===== src/rtl/step_dir_decoder.sv =====
// ---------------------------------------------------------------------------
// step_dir_decoder
//
// Receive side of a STEP/DIR/nEN stepper link. The three pins are brought
// into the clk domain, each STEP pulse is checked for minimum high time and
// for DIR setup before its rising edge, accepted steps move a signed
// microstep position, and the spacing of accepted rising edges is measured.
//
// Ports
//   clk           system clock
//   reset_n       synchronous active-low reset
//   step_in       STEP pin (asynchronous)
//   dir_in        DIR pin (asynchronous), 0 = CW (+1), 1 = CCW (-1)
//   enable_n_in   nEN pin (asynchronous), low = motor enabled
//   clear_pos     zero the position (wins over a coincident step)
//   err_clear     clear the sticky error flags (a coincident new error wins)
//   position      signed microstep position, wraps modulo 2^POS_WIDTH
//   step_strobe   one-cycle pulse per accepted step
//   step_dir      direction of the last accepted step
//   step_period   cycles between the last two accepted STEP rising edges
//   period_valid  step_period holds a real measurement
//   pulse_err     sticky: a STEP pulse was too short
//   setup_err     sticky: DIR moved too close before a STEP rising edge
// ---------------------------------------------------------------------------
module step_dir_decoder #(
   parameter int CLK_FREQ_HZ      = 50_000_000,
   parameter int MIN_PULSE_CYCLES = 50,
   parameter int DIR_SETUP_CYCLES = 10,
   parameter int POS_WIDTH        = 32,
   parameter int PERIOD_WIDTH     = 24
) (
   input  logic                           clk,
   input  logic                           reset_n,
   input  logic                           step_in,
   input  logic                           dir_in,
   input  logic                           enable_n_in,
   input  logic                           clear_pos,
   input  logic                           err_clear,
   output logic signed [POS_WIDTH-1:0]    position,
   output logic                           step_strobe,
   output logic                           step_dir,
   output logic        [PERIOD_WIDTH-1:0] step_period,
   output logic                           period_valid,
   output logic                           pulse_err,
   output logic                           setup_err
);

   localparam int WIDTH_W = $clog2(MIN_PULSE_CYCLES + 1);
   localparam int SETUP_W = $clog2(DIR_SETUP_CYCLES + 1);
   localparam logic [WIDTH_W-1:0]      WIDTH_MAX  = WIDTH_W'(MIN_PULSE_CYCLES);
   localparam logic [SETUP_W-1:0]      SETUP_MAX  = SETUP_W'(DIR_SETUP_CYCLES);
   localparam logic [PERIOD_WIDTH-1:0] PERIOD_MAX = '1;
   localparam logic signed [POS_WIDTH-1:0] POS_ONE = POS_WIDTH'(1);

   // CLK_FREQ_HZ only documents the cycle counts; reject nonsensical sets.
   if (CLK_FREQ_HZ < 1 || MIN_PULSE_CYCLES < 1 || DIR_SETUP_CYCLES < 1) begin : g_bad_params
      $error("step_dir_decoder: parameters must be positive");
   end

   typedef enum logic {IDLE, HIGH} state_t;

   function automatic logic [PERIOD_WIDTH-1:0] sat_inc(input logic [PERIOD_WIDTH-1:0] v);
      return (v == PERIOD_MAX) ? v : v + PERIOD_WIDTH'(1);
   endfunction

   // Value the interval counter would hold had the rejected edge never
   // restarted it: pre-edge value plus cycles since, plus this cycle.
   function automatic logic [PERIOD_WIDTH-1:0] resume_interval(
      input logic [PERIOD_WIDTH-1:0] held,
      input logic [PERIOD_WIDTH-1:0] since
   );
      logic [PERIOD_WIDTH+1:0] sum;
      sum = {2'b00, held} + {2'b00, since} + (PERIOD_WIDTH+2)'(1);
      if (sum > {2'b00, PERIOD_MAX}) return PERIOD_MAX;
      return sum[PERIOD_WIDTH-1:0];
   endfunction

   logic step_p0, step_s, step_prev;
   logic dir_p0, dir_s;
   logic en_n_p0, en_n_s;
   logic [1:0] sync_fill;
   logic armed;

   state_t state_q, state_d;
   logic start, finish, accept, width_fail, setup_fail, restore;

   logic [WIDTH_W-1:0]      width_cnt;
   logic [SETUP_W-1:0]      dir_stable_cnt;
   logic                    cap_dir, cap_setup_ok;
   logic [PERIOD_WIDTH-1:0] interval_cnt, interval_hold;
   logic                    have_prior;

   // Stage p0 -> s: two-flop synchronisers
   always_ff @(posedge clk) begin
      if (!reset_n) begin
         step_p0   <= 1'b0;
         step_s    <= 1'b0;
         step_prev <= 1'b0;
         dir_p0    <= 1'b0;
         dir_s     <= 1'b0;
         en_n_p0   <= 1'b0;
         en_n_s    <= 1'b0;
         sync_fill <= 2'd0;
         armed     <= 1'b0;
      end else begin
         step_p0   <= step_in;
         step_s    <= step_p0;
         step_prev <= step_s;
         dir_p0    <= dir_in;
         dir_s     <= dir_p0;
         en_n_p0   <= enable_n_in;
         en_n_s    <= en_n_p0;
         if (sync_fill != 2'd2) sync_fill <= sync_fill + 2'd1;
         // The cleared chain looks like STEP low; only trust step_s once real
         // pin data has reached it, and require a genuine low before the
         // first edge so a pulse cut by reset is not counted on its tail.
         if (sync_fill == 2'd2 && !step_s) armed <= 1'b1;
      end
   end

   always_ff @(posedge clk) begin
      if (!reset_n) state_q <= IDLE;
      else          state_q <= state_d;
   end

   always_comb begin
      state_d    = state_q;
      start      = 1'b0;
      finish     = 1'b0;
      accept     = 1'b0;
      width_fail = 1'b0;
      setup_fail = 1'b0;
      case (state_q)
         IDLE: begin
            if (armed && step_s && !step_prev && !en_n_s) begin
               state_d = HIGH;
               start   = 1'b1;
            end
         end
         HIGH: begin
            if (!step_s) begin
               state_d = IDLE;
               finish  = 1'b1;
               if (!en_n_s) begin
                  width_fail = (width_cnt < WIDTH_MAX);
                  setup_fail = !cap_setup_ok;
                  accept     = !(width_cnt < WIDTH_MAX) && cap_setup_ok;
               end
            end
         end
         default: state_d = IDLE;
      endcase
      restore = finish && !accept;
   end

   // Stage s -> outputs: pulse qualification, position and period
   always_ff @(posedge clk) begin
      if (!reset_n) begin
         width_cnt      <= '0;
         dir_stable_cnt <= '0;
         cap_dir        <= 1'b0;
         cap_setup_ok   <= 1'b0;
         interval_cnt   <= '0;
         interval_hold  <= '0;
         have_prior     <= 1'b0;
         position       <= '0;
         step_strobe    <= 1'b0;
         step_dir       <= 1'b0;
         step_period    <= '0;
         period_valid   <= 1'b0;
         pulse_err      <= 1'b0;
         setup_err      <= 1'b0;
      end else begin
         // Cleared on the edge where dir_s takes its new value, so the count
         // equals the number of cycles dir_s has held its current level.
         if (dir_p0 != dir_s)                dir_stable_cnt <= '0;
         else if (dir_stable_cnt < SETUP_MAX) dir_stable_cnt <= dir_stable_cnt + SETUP_W'(1);

         if (start) begin
            width_cnt    <= WIDTH_W'(1);
            cap_dir      <= dir_s;
            cap_setup_ok <= (dir_stable_cnt >= SETUP_MAX);
         end else if (state_q == HIGH && step_s && width_cnt < WIDTH_MAX) begin
            width_cnt <= width_cnt + WIDTH_W'(1);
         end

         if (start) begin
            interval_hold <= interval_cnt;
            interval_cnt  <= PERIOD_WIDTH'(1);
         end else if (restore) begin
            interval_cnt  <= resume_interval(interval_hold, interval_cnt);
         end else begin
            interval_cnt  <= sat_inc(interval_cnt);
         end

         step_strobe <= accept;
         if (accept) begin
            step_dir   <= cap_dir;
            have_prior <= 1'b1;
            if (have_prior) begin
               step_period  <= interval_hold;
               period_valid <= 1'b1;
            end
         end

         if (clear_pos)   position <= '0;
         else if (accept) position <= cap_dir ? position - POS_ONE : position + POS_ONE;

         pulse_err <= (pulse_err && !err_clear) || width_fail;
         setup_err <= (setup_err && !err_clear) || setup_fail;
      end
   end

endmodule


===== config.mk =====
export PLATFORM = sky130hd
export DESIGN_NAME = step_dir_decoder
export DESIGN_NICKNAME = d
export VERILOG_FILES = /design/src/rtl/step_dir_decoder.sv
export SDC_FILE = /design/constraint.sdc
export NUM_CORES = 1
export LEC_CHECK = 0
export CORE_UTILIZATION = 59
export CTS_CLUSTER_SIZE = 24
export DETAILED_ROUTE_END_ITERATION = 10
export GPL_TIMING_DRIVEN = 0
export MAX_ROUTING_LAYER = met4
export PLACE_DENSITY = 0.81
export SYNTH_ARGS = -nofsm -noshare
export SYNTH_HDL_FRONTEND = slang
export SYNTH_SLANG_ARGS = --single-unit

===== constraint.sdc =====
create_clock -name clk -period 3.9 [get_ports clk]
set_clock_uncertainty 0.15 [all_clocks]
set_input_delay 0.78 -clock clk [delete_from_list [all_inputs] [get_ports clk]]
set_output_delay 0.78 -clock clk [all_outputs]
set_load 0.01 [all_outputs]

# == Yosys cells after proc, flatten, opt, wreduce, memory -nomap -nowiden ==
# Cells that the tools add are included.
# word_totals
reg_bits,133
input_bits,7
output_inout_bits,61
word_cells,97
# op_classes
n_addsub,8
magnitude_cmp,4
n_eq_ne,6
muxes,27
n_bitwise,2
n_reduce_logical,24
# ops
operator,count
24-bit two-way mux,4
"32-bit by 2-bit adder with 32-bit output, second input constant",1
32-bit two-way mux,1
"32-bit by 2-bit subtractor with 32-bit output, second input constant",1
"25-bit by 1-bit adder with 26-bit output, second input constant",1
"26-bit by 24-bit greater-than comparator with 1-bit output, second input constant",1
24-bit by 24-bit adder with 25-bit output,1
"24-bit by 1-bit adder with 24-bit output, second input constant",1
"24-bit equality test, second input constant",1
1-bit two-way mux,21
1-bit logical AND,10
1-bit zero test,7
"6-bit by 1-bit adder with 6-bit output, second input constant",1
"6-bit less-than comparator, second input constant",1
2-bit OR reduction,3
"4-bit by 1-bit adder with 4-bit output, second input constant",1
"4-bit greater-or-equal comparator, second input constant",1
"4-bit less-than comparator, second input constant",1
"2-bit != test, second input constant",2
"3-bit != test, second input constant",1
"2-bit by 1-bit adder with 2-bit output, second input constant",1
"2-bit equality test, second input constant",1
1-bit logical OR,2
1-bit inverter,2
other kinds (4),4

# == Logic depth before layout (Yosys ltp) ==
# Gate-level depths: netlist of run 1.
# logic_depth
depth_word,14
ltp_mapped,13
ltp_nobuf,12

# == Worst setup path before layout of run 1 ==
# Ideal clock, no wire load.
# synth_path
kind,register -> register
startpoint,reg cap_dir
endpoint,reg position[30]
setup_time_ns,0.124
arrival_time_ns,2.871
required_ns,3.626
slack_ns,0.755
stages_incl_launch_ff,11
n_path_buf,0
synth_period_minus_slack_ns,3.145
path_cell_list,dfxtp_1 inv_1 fa_1 nand2b_1 a21oi_1 o211ai_1 a21oi_1 o211ai_1 a311oi_1 o211a_1 nor3_1
# synth_between
elab_chain_len,1
# synth_lines
item,line_no,text
start: declaration,89,"logic cap_dir, cap_setup_ok;"
start signal: assignment,181,cap_dir <= dir_s;
32-bit two-way mux,207,else if (accept) position <= cap_dir ? position - POS_ONE : position + POS_ONE;
end signal: assignment,207,
end: declaration,39,"output logic signed [POS_WIDTH-1:0] position,"
# No other way between the ends.
# A chain may end at the register's enable or synchronous reset.

# == Final worst setup path of run 1 ==
# layout_path
startpoint,reg interval_cnt[0]
endpoint,reg interval_cnt[12]
# layout_between
elab_chain_len,9
# layout_lines
item,line_no,text
start: declaration,90,"logic [PERIOD_WIDTH-1:0] interval_cnt, interval_hold;"
start signal: assignment,191,"interval_cnt <= resume_interval(interval_hold, interval_cnt);"
start signal: assignment,193,interval_cnt <= sat_inc(interval_cnt);
24-bit by 24-bit adder with 25-bit output,73,"sum = {2'b00, held} + {2'b00, since} + (PERIOD_WIDTH+2)'(1);"
25-bit by 1-bit adder with 26-bit output,73,
26-bit by 24-bit greater-than comparator with 1-bit output,74,"if (sum > {2'b00, PERIOD_MAX}) return PERIOD_MAX;"
1-bit two-way mux,74,
1-bit two-way mux,190,end else if (restore) begin
1-bit two-way mux,187,if (start) begin
1-bit two-way mux,158,if (!reset_n) begin
24-bit two-way mux,75,return sum[PERIOD_WIDTH-1:0];
24-bit two-way mux,190,
# Parallel ways exist; a longest one is shown, timed or not. The select of a mux whose other input is x is not followed.

==> impl_metrics.env, run 1 <==
export IMPL_outcome="completed"
export IMPL_total_power_mw=3.15
export IMPL_drt_iter0_drc=609
export IMPL_r2r_end="interval_cnt[12]"
export IMPL_cts_buffers=17
export IMPL_place_congestion=0.937
export IMPL_period_share_pct=88.4
export IMPL_max_freq_ghz=0.290
export IMPL_synth_area_per_cell_um2=8.35
export IMPL_viasPerCell=6.04
export IMPL_grt_ovfl_total=0
export IMPL_drc_errors=0
export IMPL_cts_root_buf="clkbuf_16"
export IMPL_track_usage_pct=29.8
export IMPL_worstMarginPinSlew_ns=0.860
export IMPL_clkPwrFrac_pct=50.2
export IMPL_fin_crit_ns=3.45
export IMPL_area_growth_pct=18.6
export IMPL_cts_hold_buf=0
export IMPL_relSlewSlack_pct=42.1
export IMPL_htree_levels=4
export IMPL_io_buffers=67
export IMPL_final_hold_viol_count=0
export IMPL_power_density_nw_per_um2=334
export IMPL_cp_data_required_time_ns=4.02
export IMPL_place_hpwl_mm=14.0
export IMPL_yosys_area_top_type="dfxtp_1"
export IMPL_cp_start_kind="register"
export IMPL_die_x_um=118
export IMPL_finalWirelength_mm=19.8
export IMPL_yosysSeqAreaShare_pct=33.5
export IMPL_placed_area_um2=8840
export IMPL_swShare_pct=22.5
export IMPL_grt_pass1_wl_mm=32.5
export IMPL_core_area_um2=13200
export IMPL_setup_tns_ns=0
export IMPL_yosys_warnings=0
export IMPL_seq_power_share_pct=44.7
export IMPL_ant_nets=0
export IMPL_synth_top_area_share_pct=33.5
export IMPL_antenna_cells=0
export IMPL_via_count=7414
export IMPL_synth_edf_count=0
export IMPL_power_switching_uw=710
export IMPL_rrSetupSlack_ns=0.45
export IMPL_die_area_um2=13900
export IMPL_synth_common_cells="168 x nand2_1, 133 x dfxtp_1, 64 x a21oi_1, 59 x ha_1, 39 x nor2_1"
export IMPL_final_area_um2=9430
export IMPL_worst_path_max_fanout=10
export IMPL_synthArstFlopShare_pct=0
export IMPL_internal_power_mw=2.44
export IMPL_fin_ws_ns=0.453
export IMPL_yosysMostFrequentCell="nand2_1"
export IMPL_core_rowCount=42
export IMPL_clk_pin_slew_ns=0.06
export IMPL_clock_sinks=133
export IMPL_leakagePower_nw=3.65
export IMPL_r2r_cells=13
export IMPL_holdPathStages=1
export IMPL_startpoint="interval_cnt[0]"
export IMPL_netlist_cell_type_count=66
export IMPL_final_util_pct=71.5
export IMPL_crit_path_end_kind="register"
export IMPL_synth_cells=952
export IMPL_start_util_pct=60.3
export IMPL_final_setup_viol_count=0
export IMPL_r2r_start="interval_cnt[0]"
export IMPL_combPwrFrac_pct=5.1
export IMPL_drive_gt1_share_pct=6.09
export IMPL_chipHeight_um=118
export IMPL_synthesis_nets=1020
export IMPL_clk_latency_ns=0.43
export IMPL_rsz0062_at_grt="false"
export IMPL_antenna_found_initial=0
export IMPL_drtPass1Iterations=7
export IMPL_cts_tree="yes"
export IMPL_syn_area_um2=7950
export IMPL_num_nets_final=1106
export IMPL_min_path_type="reg2reg"
export IMPL_synthFlopType="dfxtp_1"
export IMPL_grt_max_degree=36
export IMPL_ys_seq_elements=133
export IMPL_cap_violations=0
export IMPL_cp_arrival_ns=3.57
export IMPL_avgRoutedWirePerCell_um=16.1
export IMPL_synth_area_leaders="dfxtp_1 33%, ha_1 9.3%, nand2_1 7.9%"
export IMPL_boundaryPins=68
export IMPL_place_ws_ns=-0.297
export IMPL_grt_pass1_vias=6690
export IMPL_crit_type="reg2reg"
export IMPL_ir_drop_v=0.000328
export IMPL_clockBufferDepth=2
export IMPL_finalMaxSlewViolations=0
export IMPL_crit_path_end="interval_cnt[12]"
## area by class of cell
type,count,area [um^2]
multi-input cells,760,5050
fillers,1042,3760
flip-flops and latches,133,2670
repair buffers,67,671
clock buffers,24,482
well taps,176,220
plain buffers,40,169
clock inverters,8,98.8
inverters,19,71.3
## flip-flops by register name, indices dropped and copies added, names as in the netlist
name,cells
sync_fill,2
period_valid,1
state_q,1
setup_err,1
step_period,24
dir_s,1
step_prev,1
dir_stable_cnt,4
dir_p0,1
pulse_err,1
en_n_s,1
interval_cnt,24
width_cnt,6
en_n_p0,1
cap_dir,1
have_prior,1
cap_setup_ok,1
step_strobe,1
step_dir,1
step_s,1
step_p0,1
position,32
interval_hold,24
armed,1
## how the worst min path moves through the flow
stage	slack (ns)	to	startpoint
after floorplan	0.26	en_n_s	en_n_p0
after global placement	0.26	en_n_s	en_n_p0
after detailed placement	0.27	en_n_s	en_n_p0
after CTS	0.28	step_s	step_p0
after global routing	0.29	en_n_s	en_n_p0
final	0.28	step_s	step_p0
## metrics by stage
step | hold slack, ns | instances
6_report | 0.280 | 1227
4_1_cts | 0.284 | 1227
3_5_place_dp | 0.271 | 1195
2_1_floorplan | 0.262 | 952
3_3_place_gp | 0.264 | 1195
5_1_grt | 0.291 | 1227
## per-layer routing
metal | track usage, % | wire length [um] | vias up
met5 | - | 0 | -
met4 | 9.94 | 374 | 0
met3 | 5.52 | 1260 | 37
met2 | 44.6 | 8750 | 237
met1 | 40.3 | 9390 | 3533
li1 | - | - | 3607
## worst max-delay path: stages, from the launching register on
cell and delay (ns):
dfxtp_1 0.36, inv_1 0.10, ha_1 0.17, inv_1 0.05
fa_1 0.42, a211oi_1 0.32, o211ai_1 0.14, nand3_1 0.20
o221ai_2 0.16, a31oi_2 0.32, o21ai_2 0.13, a211oi_4 0.44
buf_6 0.23, a221oi_2 0.08
## cell usage in the layout (no fill, tap or decap), types with 4 or more instances in the layout
cell type,n
nand4_1,10
xor2_1,27
or3_1,7
o21ai_0,25
and4_1,6
and3_1,14
ha_1,59
nor2b_1,8
and2_1,17
o211ai_1,12
nor4_1,7
nor2_1,39
nand2_1,168
dfxtp_1,132
o21a_1,11
o21bai_1,5
a221oi_2,17
a21boi_0,27
a21oi_1,64
a211o_1,4
or4_1,4
a21boi_1,28
xnor2_1,34
nand3_1,36
nor3_1,15
a221oi_1,4
nand2b_1,11
a211oi_1,6
a21o_1,27
clkbuf_1,36
clkdlybuf4s50_1,67
inv_1,19
clkbuf_16,17
o21ai_1,13
a31oi_1,13
## cells by family after synthesis
family	count (synthesis)	synth area share, %
muxes	3	0.378
adders and majority gates	61	9.79
DFF	133	33.5
and+or+nand+nor	353	21.0
xor gates and xnor gates	61	6.72
AOI/OAI and AO/OA	282	25.6
buffers and inverters	59	3.02
## repair_timing
item                                    CTS  global route
gates cloned                              0             0
buffers inserted                          0             0
pin swaps                                 0             0
endpoints found under the setup margin    5             1
gates resized for setup                   1             1
## power groups by stage
stage | registers [mW] | clock network, mW | logic (mW)
2_1_floorplan | 1.43 | 0 | 0.116
3_3_place_gp | 1.44 | 0 | 0.151
3_5_place_dp | 1.44 | 0 | 0.154
4_1_cts | 1.41 | 1.59 | 0.160
5_1_grt | 1.41 | 1.65 | 0.177
6_report | 1.41 | 1.58 | 0.160
No activity file was read; power rests on OpenSTA's default activity.
==> run 2, diff against run 1 <==
Settings changed: CORE_MARGIN set to 3, CORE_UTILIZATION 59 to 55, DONT_BUFFER_PORTS set to 1, PLACE_DENSITY 0.81 to 0.7.
==> run 2 against run 1 <==
Net effect:
- wire length shrank 0.81%
- sequential share of layout area grew 2.0 points
- clock-buffer cell count is the same
- global-route usage shrank 4.2 points
- hold slack gained 0.0015 ns
- die area grew 14%
- non-clock buffer count shrank 67
- flip-flop and latch count is the same
- setup slack gained 0.015 ns
- largest cell class unchanged
- highest routed layer unchanged
==> impl_metrics.env, run 2 (synthesis results as in run 1) <==
export IMPL_outcome="completed"
export IMPL_finalMaxSlewViolations=0
export IMPL_fin_ws_ns=0.468
export IMPL_htree_levels=4
export IMPL_grt_max_degree=36
export IMPL_core_rowCount=43
export IMPL_stdcell_count=1164
export IMPL_cts_tree="yes"
export IMPL_clock_sinks=133
export IMPL_leakagePower_nw=3.44
export IMPL_internal_power_mw=2.54
export IMPL_setup_tns_ns=0
export IMPL_path_buf_inv=1
export IMPL_largest_register="position"
export IMPL_die_x_um=126
export IMPL_track_usage_pct=25.5
export IMPL_place_hpwl_mm=14.1
export IMPL_io_buffers=0
export IMPL_largest_register_ffs=32
export IMPL_period_share_pct=88.0
export IMPL_fin_crit_ns=3.43
export IMPL_cpPeakStageDelay_ns=0.63
export IMPL_crit_path_end_kind="register"
export IMPL_seq_power_share_pct=43.4
export IMPL_clkPwrFrac_pct=52.0
export IMPL_drc_errors=0
export IMPL_boundaryPins=68
export IMPL_finalWirelength_mm=19.6
export IMPL_grt_ovfl_total=0
export IMPL_cts_setup_buffers=0
export IMPL_cts_resized=0
export IMPL_max_freq_ghz=0.291
export IMPL_num_nets_final=1039
export IMPL_final_setup_viol_count=0
export IMPL_crit_type="reg2reg"
export IMPL_critPathTopFamily="compound AO/OA/AOI/OAI gates"
export IMPL_power_density_nw_per_um2=369
export IMPL_total_power_mw=3.25
export IMPL_mostFrequentLayoutCells="168 x nand2_1, 132 x dfxtp_1, 64 x a21oi_1"
export IMPL_rsz0062_at_grt="false"
export IMPL_worst_path_max_fanout=35
export IMPL_viasPerCell=5.99
export IMPL_crit_chain="inv_1 -> fa_1 -> nand2b_1 -> a21oi_1 -> o211ai_1 -> a21oi_1 -> o211ai_1 -> a311oi_1 -> nor4_1 -> nor3_1"
export IMPL_core_area_um2=14000
export IMPL_swShare_pct=21.9
export IMPL_crit_slowest_cell="dfxtp_4"
export IMPL_avgRoutedWirePerCell_um=16.9
export IMPL_min_path_type="reg2reg"
export IMPL_relSlewSlack_pct=38.7
export IMPL_ir_drop_v=0.000319
export IMPL_grt_pass1_wl_mm=32.3
export IMPL_cap_violations=0
export IMPL_start_util_pct=56.8
export IMPL_area_growth_pct=10.8
export IMPL_place_congestion=0.923
export IMPL_via_count=6969
export IMPL_cp_start_kind="register"
export IMPL_cts_root_buf="clkbuf_16"
export IMPL_cp_data_required_time_ns=4.09
export IMPL_place_ws_ns=0.314
export IMPL_die_area_um2=15900
export IMPL_placed_cells=1132
export IMPL_drtPass1Iterations=5
export IMPL_grt_pass1_vias=6316
export IMPL_cp_arrival_ns=3.62
export IMPL_power_switching_uw=713
export IMPL_cts_buffers=17
export IMPL_chipHeight_um=126
export IMPL_cts_hold_buf=0
export IMPL_clk_pin_slew_ns=0.06
export IMPL_drt_iter0_drc=538
export IMPL_drive_gt1_share_pct=6.71
export IMPL_worstMarginPinSlew_ns=0.912
export IMPL_hold_slack_ns=0.282
export IMPL_final_hold_viol_count=0
export IMPL_final_common_cell="nand2_1"
export IMPL_antenna_found_initial=0
export IMPL_clk_latency_ns=0.42
export IMPL_clockBufferDepth=2
export IMPL_ant_nets=0
export IMPL_combPwrFrac_pct=4.6
export IMPL_antenna_cells=0
-- run 2: cell types whose count changed in the layout (fill, tap and decap cells not counted), sizes merged --
cell,previous run,this run
clkdlybuf4s50,67,0
bufinv,2,3
clkinv,4,3
-- run 2: metal layers --
metal	GRT usage [%]	routed length, um
met5	-	0
met2	36.3	8310
met3	5.81	1180
met4	8.33	423
met1	36.0	9700
-- run 2: through the flow --
stage | instance area (um^2) | util [%]
floorplan | 7950 | -
global placement | 8180 | 58.5
CTS | 8810 | 63.0
detailed placement | 8180 | 58.5
global route | 8810 | 63.0
finish | 8810 | 63.0
-- run 2: power groups by stage --
stage	clock, mW	sequential (mW)	combinational, mW
after floorplan	0	1.43	0.116
after global placement	0	1.44	0.145
after detailed placement	0	1.44	0.147
after CTS	1.70	1.41	0.150
after global routing	1.77	1.41	0.169
final	1.69	1.41	0.149
-- run 2: final cells by class --
type	count	area [um^2]
buffer	40	169
clock buffer	24	502
clock inverter	8	120
fill	1282	5180
inverter	19	71.3
multi-input combinational	760	5050
sequential	133	2670
tap	180	225
-- run 2: path summary, 6_finish.rpt --
kind / start / end / slack, ns / depth (start not counted)
worst max-delay path: cap_dir / position[30] / 0.47 / 10
worst min-delay path: en_n_p0 / en_n_s / 0.28 / 1
worst max register to register: cap_dir / position[30] / 0.47 / 10
worst min register to register: en_n_p0 / en_n_s / 0.28 / 1
-- run 2: worst reg2reg max path, delay by kind of cell (launching register included) --
kind | cells | cell delay, ns
flops | 1 | 0.63
compound gates | 5 | 1.45
simple gates | 3 | 0.49
buf+inv | 1 | 0.21
fa+ha+maj | 1 | 0.42
